**config.mk**
```make
export PLATFORM = sky130hd
export DESIGN_NAME = core_seq
export DESIGN_NICKNAME = d
export VERILOG_FILES = /design/src/rtl/core_seq.sv
export SDC_FILE = /design/constraint.sdc
export NUM_CORES = 1
export LEC_CHECK = 0
export CORE_MARGIN = 4
export CORE_UTILIZATION = 62
export CTS_CLUSTER_DIAMETER = 40
export CTS_CLUSTER_SIZE = 16
export DETAILED_ROUTE_END_ITERATION = 7
export DONT_BUFFER_PORTS = 1
export GPL_ROUTABILITY_DRIVEN = 0
export PLACE_DENSITY = 0.75
export RECOVER_POWER = 25
export REMOVE_ABC_BUFFERS = 1
export SYNTH_ARGS = -nofsm -noshare
export SYNTH_HDL_FRONTEND = slang
export SYNTH_SLANG_ARGS = --single-unit
```
**constraint.sdc**
```tcl
create_clock -name clk -period 1.85 [get_ports clk]
set_input_delay 0.37 -clock clk [delete_from_list [all_inputs] [get_ports clk]]
set_output_delay 0.37 -clock clk [all_outputs]
set_load 0.02 [all_outputs]
```
**src/rtl/core_seq.sv**
```systemverilog
// Instruction sequencer/controller for the alureg datapath: fetches opcode and immediate bytes and issues alureg strobes.
// Latency: MOV/ALU 4 cycles, MVI 6 cycles, HLT 2 cycles to HALT, plus one cycle per memory wait cycle.
// Backpressure: mem_rd is held with a stable mem_addr until mem_ack; an unbounded wait simply stalls the sequence.
//
// Ports:
//   clk, rst            rising-edge clock; synchronous active-high reset
//   run                 level; allows leaving IDLE and fetching the next instruction
//   mem_rd/mem_addr     program read request (address = pc), held until mem_ack
//   mem_ack/mem_data    read acknowledge and data, valid in the same cycle
//   bus_d               registered byte presented to the alureg data input
//   ienb                alureg enables: code latch, data latch, register read, register write
//   halted, badop       HALT indicator; one-cycle pulse on an unsupported opcode
//   icount              retired-instruction count (wraps)
module core_seq #(
    parameter int DATASIZE = 8,
    parameter int ADDRSIZE = 16,
    parameter int IENBSIZE = 6,
    parameter int IENB_COD = 0,
    parameter int IENB_DAT = 1,
    parameter int IENB_PC_ = 2,
    parameter int IENB_PD_ = 3,
    parameter int IENB_RRD = 4,
    parameter int IENB_RWR = 5,
    parameter logic [ADDRSIZE-1:0] RSTADDR = 16'h0000
) (
    input  logic                clk,
    input  logic                rst,
    input  logic                run,
    input  logic                mem_ack,
    input  logic [DATASIZE-1:0] mem_data,
    output logic                mem_rd,
    output logic [ADDRSIZE-1:0] mem_addr,
    output logic [DATASIZE-1:0] bus_d,
    output logic [IENBSIZE-1:0] ienb,
    output logic                halted,
    output logic                badop,
    output logic [15:0]         icount
);

    typedef enum logic [2:0] {
        S_IDLE,
        S_FETCH,
        S_CODE,
        S_FETCHD,
        S_DATA,
        S_EXRD,
        S_EXWR,
        S_HALT
    } state_t;

    state_t              state_q, state_d;
    logic [ADDRSIZE-1:0] pc_q, pc_d;
    logic [DATASIZE-1:0] bus_d_q, bus_d_d;
    logic [15:0]         icount_q, icount_d;

    logic [IENBSIZE-1:0] ienb_c;
    logic                mem_rd_c;
    logic                halted_c;
    logic                badop_c;

    // Opcode fields of the byte latched in bus_d during CODE.
    logic [7:0] op;
    logic       is_mvi, is_mov, is_alu, is_hlt;

    assign op = bus_d_q[7:0];

    // Any operand field of 110 addresses memory (M), which this datapath cannot reach.
    assign is_mvi = (op[7:6] == 2'b00) && (op[2:0] == 3'b110) && (op[5:3] != 3'b110);
    assign is_mov = (op[7:6] == 2'b01) && (op[5:3] != 3'b110) && (op[2:0] != 3'b110);
    assign is_alu = (op[7:6] == 2'b10) && (op[2:0] != 3'b110);
    assign is_hlt = (op == 8'h76);

    always_ff @(posedge clk) begin
        if (rst) begin
            state_q  <= S_IDLE;
            pc_q     <= RSTADDR;
            bus_d_q  <= '0;
            icount_q <= 16'h0000;
        end else begin
            state_q  <= state_d;
            pc_q     <= pc_d;
            bus_d_q  <= bus_d_d;
            icount_q <= icount_d;
        end
    end

    always_comb begin
        state_d  = state_q;
        pc_d     = pc_q;
        bus_d_d  = bus_d_q;
        icount_d = icount_q;
        ienb_c   = '0;
        mem_rd_c = 1'b0;
        halted_c = 1'b0;
        badop_c  = 1'b0;

        case (state_q)
            S_IDLE: begin
                if (run) begin
                    state_d = S_FETCH;
                end
            end

            S_FETCH, S_FETCHD: begin
                mem_rd_c = 1'b1;
                if (mem_ack) begin
                    bus_d_d = mem_data;
                    state_d = (state_q == S_FETCH) ? S_CODE : S_DATA;
                end
            end

            S_CODE: begin
                ienb_c[IENB_COD] = 1'b1;
                pc_d             = pc_q + ADDRSIZE'(1);
                if (is_mvi) begin
                    state_d = S_FETCHD;
                end else if (is_mov || is_alu) begin
                    state_d = S_EXRD;
                end else if (is_hlt) begin
                    // HLT retires on entry to HALT; it never passes through EXWR.
                    icount_d = icount_q + 16'h0001;
                    state_d  = S_HALT;
                end else begin
                    badop_c = 1'b1;
                    state_d = run ? S_FETCH : S_IDLE;
                end
            end

            S_DATA: begin
                ienb_c[IENB_DAT] = 1'b1;
                pc_d             = pc_q + ADDRSIZE'(1);
                state_d          = S_EXRD;
            end

            S_EXRD: begin
                ienb_c[IENB_RRD] = 1'b1;
                state_d          = S_EXWR;
            end

            S_EXWR: begin
                // Read stays asserted so the datapath source is still driven during write.
                ienb_c[IENB_RRD] = 1'b1;
                ienb_c[IENB_RWR] = 1'b1;
                icount_d         = icount_q + 16'h0001;
                state_d          = run ? S_FETCH : S_IDLE;
            end

            S_HALT: begin
                halted_c = 1'b1;
            end

            default: begin
                state_d = S_IDLE;
            end
        endcase

        // PC is sequenced internally; the datapath PC controls stay idle.
        ienb_c[IENB_PC_] = 1'b0;
        ienb_c[IENB_PD_] = 1'b0;
    end

    assign mem_rd   = mem_rd_c;
    assign mem_addr = pc_q;
    assign bus_d    = bus_d_q;
    assign ienb     = ienb_c;
    assign halted   = halted_c;
    assign badop    = badop_c;
    assign icount   = icount_q;

endmodule

```
Yosys cells after proc, flatten, opt, wreduce, memory -nomap -nowiden:

Index checks and enable logic that the tools add are counted.

* logic and storage cells: 62
* input bits: 12
* output and inout port bits: 49
* register bits: 43

* reduce and logical (&&, ||, !) cells: 16
* add/sub/neg operators: 2
* muxes and demuxes: 22
* equality and inequality tests: 18

Operator list (count)
* $mux W16: 3
* $add A16 B1 Y16 const B: 2
* $pmux W16 S2: 1
* $mux W3: 6
* $pmux W3 S6: 1
* $eq A3 B3 Y1 const B: 5
* $mux W1: 11
* $ne A2 B2 Y1 const B: 5
* $eq A8 B7 Y1 const B: 1
* $eq A3 B2 Y1 const B: 2
* $ne A3 B3 Y1 const B: 2
* $reduce_bool A6 Y1: 1
* $reduce_or A2 Y1: 3
* $logic_and A1 B1 Y1: 5
* $reduce_and A4 Y1: 1
* $eq A3 B1 Y1 const B: 1
* $logic_not A3 Y1: 1
* $reduce_and A3 Y1: 1
* $eq A2 B1 Y1 const B: 1
* $eq A2 B2 Y1 const B: 1
* $logic_not A2 Y1: 1
* $reduce_and A2 Y1: 1
* $reduce_bool A2 Y1: 1
* $logic_or A1 B1 Y1: 1

Longest topological paths before layout:

Gate-level depths: netlist of run 1.

* depth in word-level cells: 7
* gate-level depth with buffers: 6
* depth with buffers taken out: 5

Worst setup path after synthesis of run 1:

No wires, ideal clock.

* path kind: register to register
* start: register state_q[2]
* end: register pc_q[2] (netlist: mem_addr[2])
* clock period less this slack: 1904 ps
* path buffers: 1
* stages on the path, launching flop included: 6
* data required time: 1722 ps
* library setup time: 128 ps
* arrival time: 1777 ps
* setup slack: -54 ps
* path through: dfxtp_1 clkbuf_1 nor3b_1 o21ai_0 xor2_1 nor2_1

* cells in the longest elaborated chain, start to end: 2
* elaborated cells between the ends (all ways): 3
* classes of those cells: eq/ne (2); reduce/logical (1)

RTL lines
* start, declared: RTL line 51 `state_t state_q, state_d;`
* start signal, assigned: RTL line 80 `state_q <= state_d;`
* $eq A3 B2 Y1 or $eq A3 B3 Y1 (tied branches): RTL line 97 `case (state_q)`
* $reduce_or A2 Y1 (no line) *
* end signal, assigned: RTL line 81 `pc_q <= pc_d;`
* end, declared: RTL line 52 `logic [ADDRSIZE-1:0] pc_q, pc_d;`

Every way passes the cells marked *; elsewhere a longest branch is shown, timed or not.
A chain may end at the register's enable or synchronous reset.

Worst setup path in the final report of run 1:

* start: register bus_d_q[3] (netlist: bus_d[3])
* end: output badop

* cells in the longest elaborated chain, start to end: 7
* elaborated cells between the ends (all ways): 10
* classes of those cells: eq/ne (2); mux (4); reduce/logical (4)

RTL lines
* start, declared: RTL line 53 `logic [DATASIZE-1:0] bus_d_q, bus_d_d;`
* start signal, assigned: RTL line 82 `bus_d_q <= bus_d_d;`
* $ne A3 B3 Y1: RTL line 68, 69
* $logic_and A1 B1 Y1 (2 in series): RTL line 69 `assign is_mov = (op[7:6] == 2'b01) && (op[5:3] != 3'b110) && (op[2:0] != 3'b110);`
* $logic_or A1 B1 Y1: RTL line 117 `end else if (is_mov || is_alu) begin`
* $mux W1: RTL line 117
* $mux W1 *: RTL line 115 `if (is_mvi) begin`
* $mux W1 *: RTL line 97
* end, declared: RTL line 36 `output logic badop,`

Marked as above.

==> results of run 1 <==
## per-layer routing
metal | GRT usage [%] | share of wire (%) | vias to the layer above
met3 | 6.914 | 7.2 | 7
met4 | 10.38 | 1.5 | 0
met5 | 0 | 0 | -
li1 | - | - | 1044
met2 | 41.23 | 49 | 68
met1 | 30.09 | 42 | 1005
## layout make-up
class                           count  area (µm²)  share of cell area (%)
Multi-Input combinational cell    198        1250                   48.03
Sequential cell                    43       865.8                   33.27
Timing Repair Buffer               50       350.3                   13.46
Tap cell                           46       57.56                   2.212
Clock buffer                        6       41.29                   1.587
Clock inverter                      1       30.03                   1.154
Inverter                            2       7.507                  0.2885
## state kept, by name (all words and copies together), names as in the netlist
name      cells
mem_addr     16
state_q       3
icount       16
bus_d         8
## logic make-up after synthesis
family | count (synthesis)
compound gates | 69
xor+xnor | 9
fa+ha+maj | 2
buf+inv | 20
flops | 43
mux | 2
other cells | 1
simple gates | 114
## worst max-delay path: stages, from the launching register on
cell      delay [ps]
dfxtp_2          350
and3b_2          240
xor2_1           190
a211oi_2         270
and2_4           230
## report_power, final
group          internal [W]  total [W]  switching [W]
combinational     0.0000506   0.000123      0.0000719
clock              0.000279   0.000576       0.000297
sequential         0.000938   0.000949      0.0000107
## per-stage QoR
stage          total power (W)  area [µm²]
5_1_grt               0.001705        2603
2_1_floorplan         0.001038        2085
3_5_place_dp          0.001082        2514
6_report              0.001647        2603
4_1_cts               0.001649        2618
3_3_place_gp          0.001078        2514
## placed cells by master, fill, tap and decap left out, types with 3 or more instances in the layout
cell type / netlist / layout
or3_1: 11 / 11
a21oi_1: 33 / 33
buf_4: 2 / 37
nand3_1: 15 / 15
o21ai_0: 12 / 12
nand4_1: 8 / 8
nand3b_1: 3 / 3
nor2_1: 11 / 11
nor2b_1: 6 / 6
dfxtp_2: 0 / 4
o31ai_1: 13 / 13
nand2b_1: 3 / 3
or4_1: 14 / 14
dfxtp_1: 43 / 39
clkbuf_4: 0 / 5
clkbuf_1: 14 / 12
nand2_1: 23 / 23
xor2_1: 7 / 7
## worst paths after layout
check	from	slack, ps	endpoint	cells past startpoint
worst max-delay path	bus_d[3]	-140	badop	4
worst min-delay path	rst	60	bus_d[1]	1
worst max register to register	bus_d[3]	90	icount[5]	6
worst min register to register	bus_d[2]	480	bus_d[2]	2
## what timing repair did
item | 4_1_cts | 5_1_grt
pin swaps | 2 | 1
setup buffers | 2 | 1
endpoints found under the setup margin | 2 | 6
gates resized for setup | 7 | 7
==> results.cfg, run 1 <==
[clocking]
cts_root_buffer = clkbuf_4
numClockSinks = 43
cts_tree = yes
worstSkewPairLatency_ps = 360
cts_bufs_inserted = 5
cts_max_level = 2
clock_tree.buffer_depth = 2
worst_setup_hold_path_clk_slew_ps = 130
hold_buffers = 0

[drt]
wl_um = 5329
vias = 2124
route.detailed.drc = 0
drt_iter0_drc = 205
avgRoutedWirePerCell_um = 15.40
route.antenna.remaining_nets = 0
drt_pre_antenna_iters = 4
vias_per_cell = 6.139

[timing]
finalWorstPathRequiredPeriod_ps = 1988
fin_hold_ws_ps = 58.82
slew_violations = 0
setup-tns-final_ps = -138.3
timing.final.setup_violations = 1
rsz0062_at_grt = true
fmaxAchievable_mhz = 502.9
layout_worst_path_cycle_share_pct = 107.5
final_clock_skew_ps = 9.779
hold_viol_final = 0
postLayoutSetupSlackWorst_ps = -138.3

[synthesis]
combinational_family_with_the_most_area_after_synthesis = simple AND/OR/NAND/NOR gates
ys_ff_latch = 43
post_synth_xor_area_fraction_pct = 4.000
total_standard_cell_area_after_synthesis_um2 = 2158
synth-warning-count = 0
synth-edff-count = 0
yosysTopAreaCellShare_pct = 39.88
synthArstFlopShare_pct = 0
synth-adder-area-share_pct = 1.159
synth.avg_cell_area_um2 = 8.301
ys_top_cells_by_count = dfxtp_1 (43), a21oi_1 (33), nand2_1 (23), nand3_1 (15)
dominantRegCellSynth = dfxtp_1
synthSimpleGateAreaFrac_pct = 30.96
cell_type_with_the_largest_total_area_after_synthesis = dfxtp_1
ys_types = 42
top_count_cell_post_synth = dfxtp_1
yosys-mux-area-fraction_pct = 1.043
synth_compound_gate_area_share_pct = 18.84
synth.area.top_cells = dfxtp_1 (40%), a21oi_1 (7.7%), or4_1 (4.9%), o31ai_1 (4.5%), nand2_1 (4.0%)
synth_seq_area_share_pct = 39.88
post_synth_inst_count = 260

[die]
die_y_um = 67
start_util_pct = 64.68
die_w_um = 67
floorplan.io_pins = 61
fp.dieArea_um2 = 4489
fp.coreArea_um2 = 3337
core.rowCount = 21

[run_status]
outcome = finished with violations
violations_in_the_final_reports = setup timing

[global_route]
remaining_global_route_overflow = 0
antenna_violations_before_repair = 0
grt_max_degree = 47
global_route.usage.total_pct = 24.95
grt_pass1_vias = 2009
wire_length_of_the_first_global_routing_pass_um = 8652

[place]
worst_slack_after_detailed_placement_ps = 80.80
number_of_placed_cells_counting_well_taps = 336
place.detailed.hpwl_um = 3646
port_bufs = 0

[pwr]
power_density_nw_per_um2 = 633.0
leakage_nw = 0.9153
ir_worst_vdd_mv = 0.5403

[job]
cap_viol_max_count = 0

[cells_and_area]
drive_above_1_share_pct = 20.33
area_growth_pct = 20.58
number_of_fill_cells = 254
final_core_utilization_pct = 77.99
layout.nets = 314
fin_cells = 346
num_antenna_cells = 0

[critical_path]
critical_path_class = flip-flop to primary output
cp_max_fo = 3
cp.required_ps = 1480
arrival_time_of_data_at_the_critical_path_endpoint_ps = 1620
crit_path_start_kind = flip-flop
timing.critical_path.to_type = primary output

[hold_path]
hold_class = input port to flip-flop
No activity file was read; power rests on OpenSTA's default activity.
==> run 2, diff against run 1 <==
==> constraint.sdc (replaced) <==
create_clock -name clk -period 1.9 [get_ports clk]
set_input_delay 0.38 -clock clk [delete_from_list [all_inputs] [get_ports clk]]
set_output_delay 0.38 -clock clk [all_outputs]
set_load 0.02 [all_outputs]
==> run 2 against run 1 <==
Effect of this change:
- the flow still finishes with violations (setup timing)
- power fell by 9.7%
- first-iteration DRC count fell by 3.9%
- non-clock buffer count shrank 1
- clock power is 22% lower
- sequential power is 2.6% lower
- sequential cell count is the same
- combinational power fell by 6%
- routed wire length is 4.7% lower
- final area rose by 0.38%
- clock-buffer cell count unchanged
==> results.cfg, run 2 (synthesis results as in run 1) <==
[critical_path]
arrival_time_of_data_at_the_critical_path_endpoint_ps = 1640
crit_buf_inv = 0
critical_path.top_delay_family = simple AND/OR/NAND/NOR gates
crit_reg_reg_startpoint = bus_d[0]
critical_path_class = flip-flop to primary output
worst_flop_to_flop_path_endpoint = icount[9]
ff2ff_path_depth = 6
ff2ff_setup_slack_ps = 90
crit_path_cell_trace = and3b_2 -> xor2_2 -> a211oi_2 -> and2_4
crit_path_start_kind = flip-flop
timing.critical_path.to_type = primary output
slowest_stage = dfxtp_2
cp.required_ps = 1520
cp_max_fo = 3
critPathMaxStageDelay_ps = 340

[drt]
drt_iter0_drc = 197
vias = 2079
avgRoutedWirePerCell_um = 14.68
route.antenna.remaining_nets = 0
vias_per_cell = 6.009
drt_pre_antenna_iters = 5
route.detailed.drc = 0
wl_um = 5081

[pwr]
leakage_nw = 0.9451
ir_worst_vdd_mv = 0.5258
total_power_w = 0.001488
power_density_nw_per_um2 = 569.5
power.share.sequential_pct = 62.1
share_of_total_power_in_the_clock_network_pct = 30.1
pwr-share-comb_pct = 7.8
switching_share_pct = 25.67
power.internal_w = 0.001106
total_switching_power_w = 0.0003819

[die]
fp.dieArea_um2 = 4489
start_util_pct = 64.68
core.rowCount = 21
die_y_um = 67
fp.coreArea_um2 = 3337
die_w_um = 67
floorplan.io_pins = 61

[timing]
fmaxAchievable_mhz = 494.8
layout_worst_path_cycle_share_pct = 106.4
postLayoutSetupSlackWorst_ps = -121.0
finalWorstPathRequiredPeriod_ps = 2021
final_clock_skew_ps = 5.642
rsz0062_at_grt = true
slew_violations = 0
timing.final.setup_violations = 1
hold_viol_final = 0

[clocking]
worstSkewPairLatency_ps = 360
cts_max_level = 2
clock_tree.buffer_depth = 2
cts_tree = yes
cts_bufs_inserted = 5
worst_setup_hold_path_clk_slew_ps = 130
cts_root_buffer = clkbuf_4
numClockSinks = 43

[place]
port_bufs = 0
worst_slack_after_detailed_placement_ps = 140.0
place.detailed.hpwl_um = 3580
number_of_placed_cells_counting_well_taps = 334

[global_route]
antenna_violations_before_repair = 0
wire_length_of_the_first_global_routing_pass_um = 8349
grt_pass1_vias = 1993
remaining_global_route_overflow = 0
grt_max_degree = 47
global_route.usage.total_pct = 23.71

[cells_and_area]
layout.cells.most_common = buf_4
number_of_fill_cells = 248
mostFrequentLayoutCells = buf_4 (48), dfxtp_1 (37), a21oi_1 (33)
num_antenna_cells = 0
area_growth_pct = 21.04
layout.nets = 313
drive_above_1_share_pct = 24.33
fin_cells = 346

[hold_path]
timing.hold.worst_path_depth = 1
hold_class = input port to flip-flop
hold_path.startpoint = rst
worstHoldEndpoint = mem_addr[9]

[job]
cap_viol_max_count = 0

[run_status]
outcome = finished with violations
violations_in_the_final_reports = setup timing
==> run 2: changes by cell type in the layout (fill, tap and decap cells not counted), sizes merged <==
cell / delta
clkbuf: -11
buf: +10
bufinv: -1
clkinv: +1
clkinvlp: +1
==> run 2: cell type report <==
| cell class | instances | area [µm²] | area share (%) |
|---|---|---|---|
| inverter | 2 | 7.507 | 0.2874 |
| clock inverter | 2 | 12.51 | 0.4789 |
| sequential | 43 | 868.3 | 33.24 |
| timing repair buffer | 49 | 380.4 | 14.56 |
| clock buffer | 6 | 41.29 | 1.580 |
| tap | 46 | 57.56 | 2.203 |
| multi-input combinational | 198 | 1245 | 47.65 |
==> run 2: routing by layer <==
layer	wire length, µm	share of wire (%)	global-route usage (%)
met5	0	0	0
met4	39	0.77	7.848
met3	402	7.9	8.432
met2	2389	47	39.51
met1	2250	44	28.01
==> run 2: how the worst max path moves through the flow <==
stage	startpoint	endpoint	slack (ps)	cells past startpoint
global placement	state_q[1]	icount[15]	190	4
global route	bus_d[0]	badop	-210	4
floorplan	bus_d[3]	icount[15]	-540	4
CTS	bus_d[0]	badop	-80	4
finish	bus_d[3]	badop	-120	4
detailed placement	state_q[1]	icount[15]	140	4
==> run 2: worst register-to-register path, cell delays in order (launching register included) <==
cell and delay [ps]:
dfxtp_2 340, buf_4 130, and4bb_1 320, a31oi_2 130, buf_12 180, or4_1 500, a21oi_1 160
==> run 2: power groups by stage <==
stage / clock network, W / registers, W / logic, W
floorplan: 0 / 0.000958 / 0.0000530
global placement: 0 / 0.000942 / 0.000105
detailed placement: 0 / 0.000943 / 0.000107
CTS: 0.000452 / 0.000923 / 0.000109
global route: 0.000496 / 0.000926 / 0.000126
finish: 0.000448 / 0.000924 / 0.000116
==> run 2: metrics by stage <==
| step | util, % | TNS [ps] | instance area, µm² | hold slack [ps] |
|---|---|---|---|---|
| 2_1_floorplan | - | -4597 | 2085 | 449.1 |
| 6_report | 78.29 | -121.0 | 2613 | 69.49 |
| 3_3_place_gp | 74.88 | 0 | 2499 | 454.7 |
| 4_1_cts | 76.83 | -83.03 | 2564 | 62.22 |
| 3_5_place_dp | 74.88 | 0 | 2499 | 456.0 |
| 5_1_grt | 78.29 | -506.2 | 2613 | 40.55 |
==> run 2: what timing repair did <==
item                       CTS  global route
setup endpoints to repair    1             4
gates resized for setup      6             8
pin swaps                    0             3
hold buffers                 0             0
buffers inserted             0             4
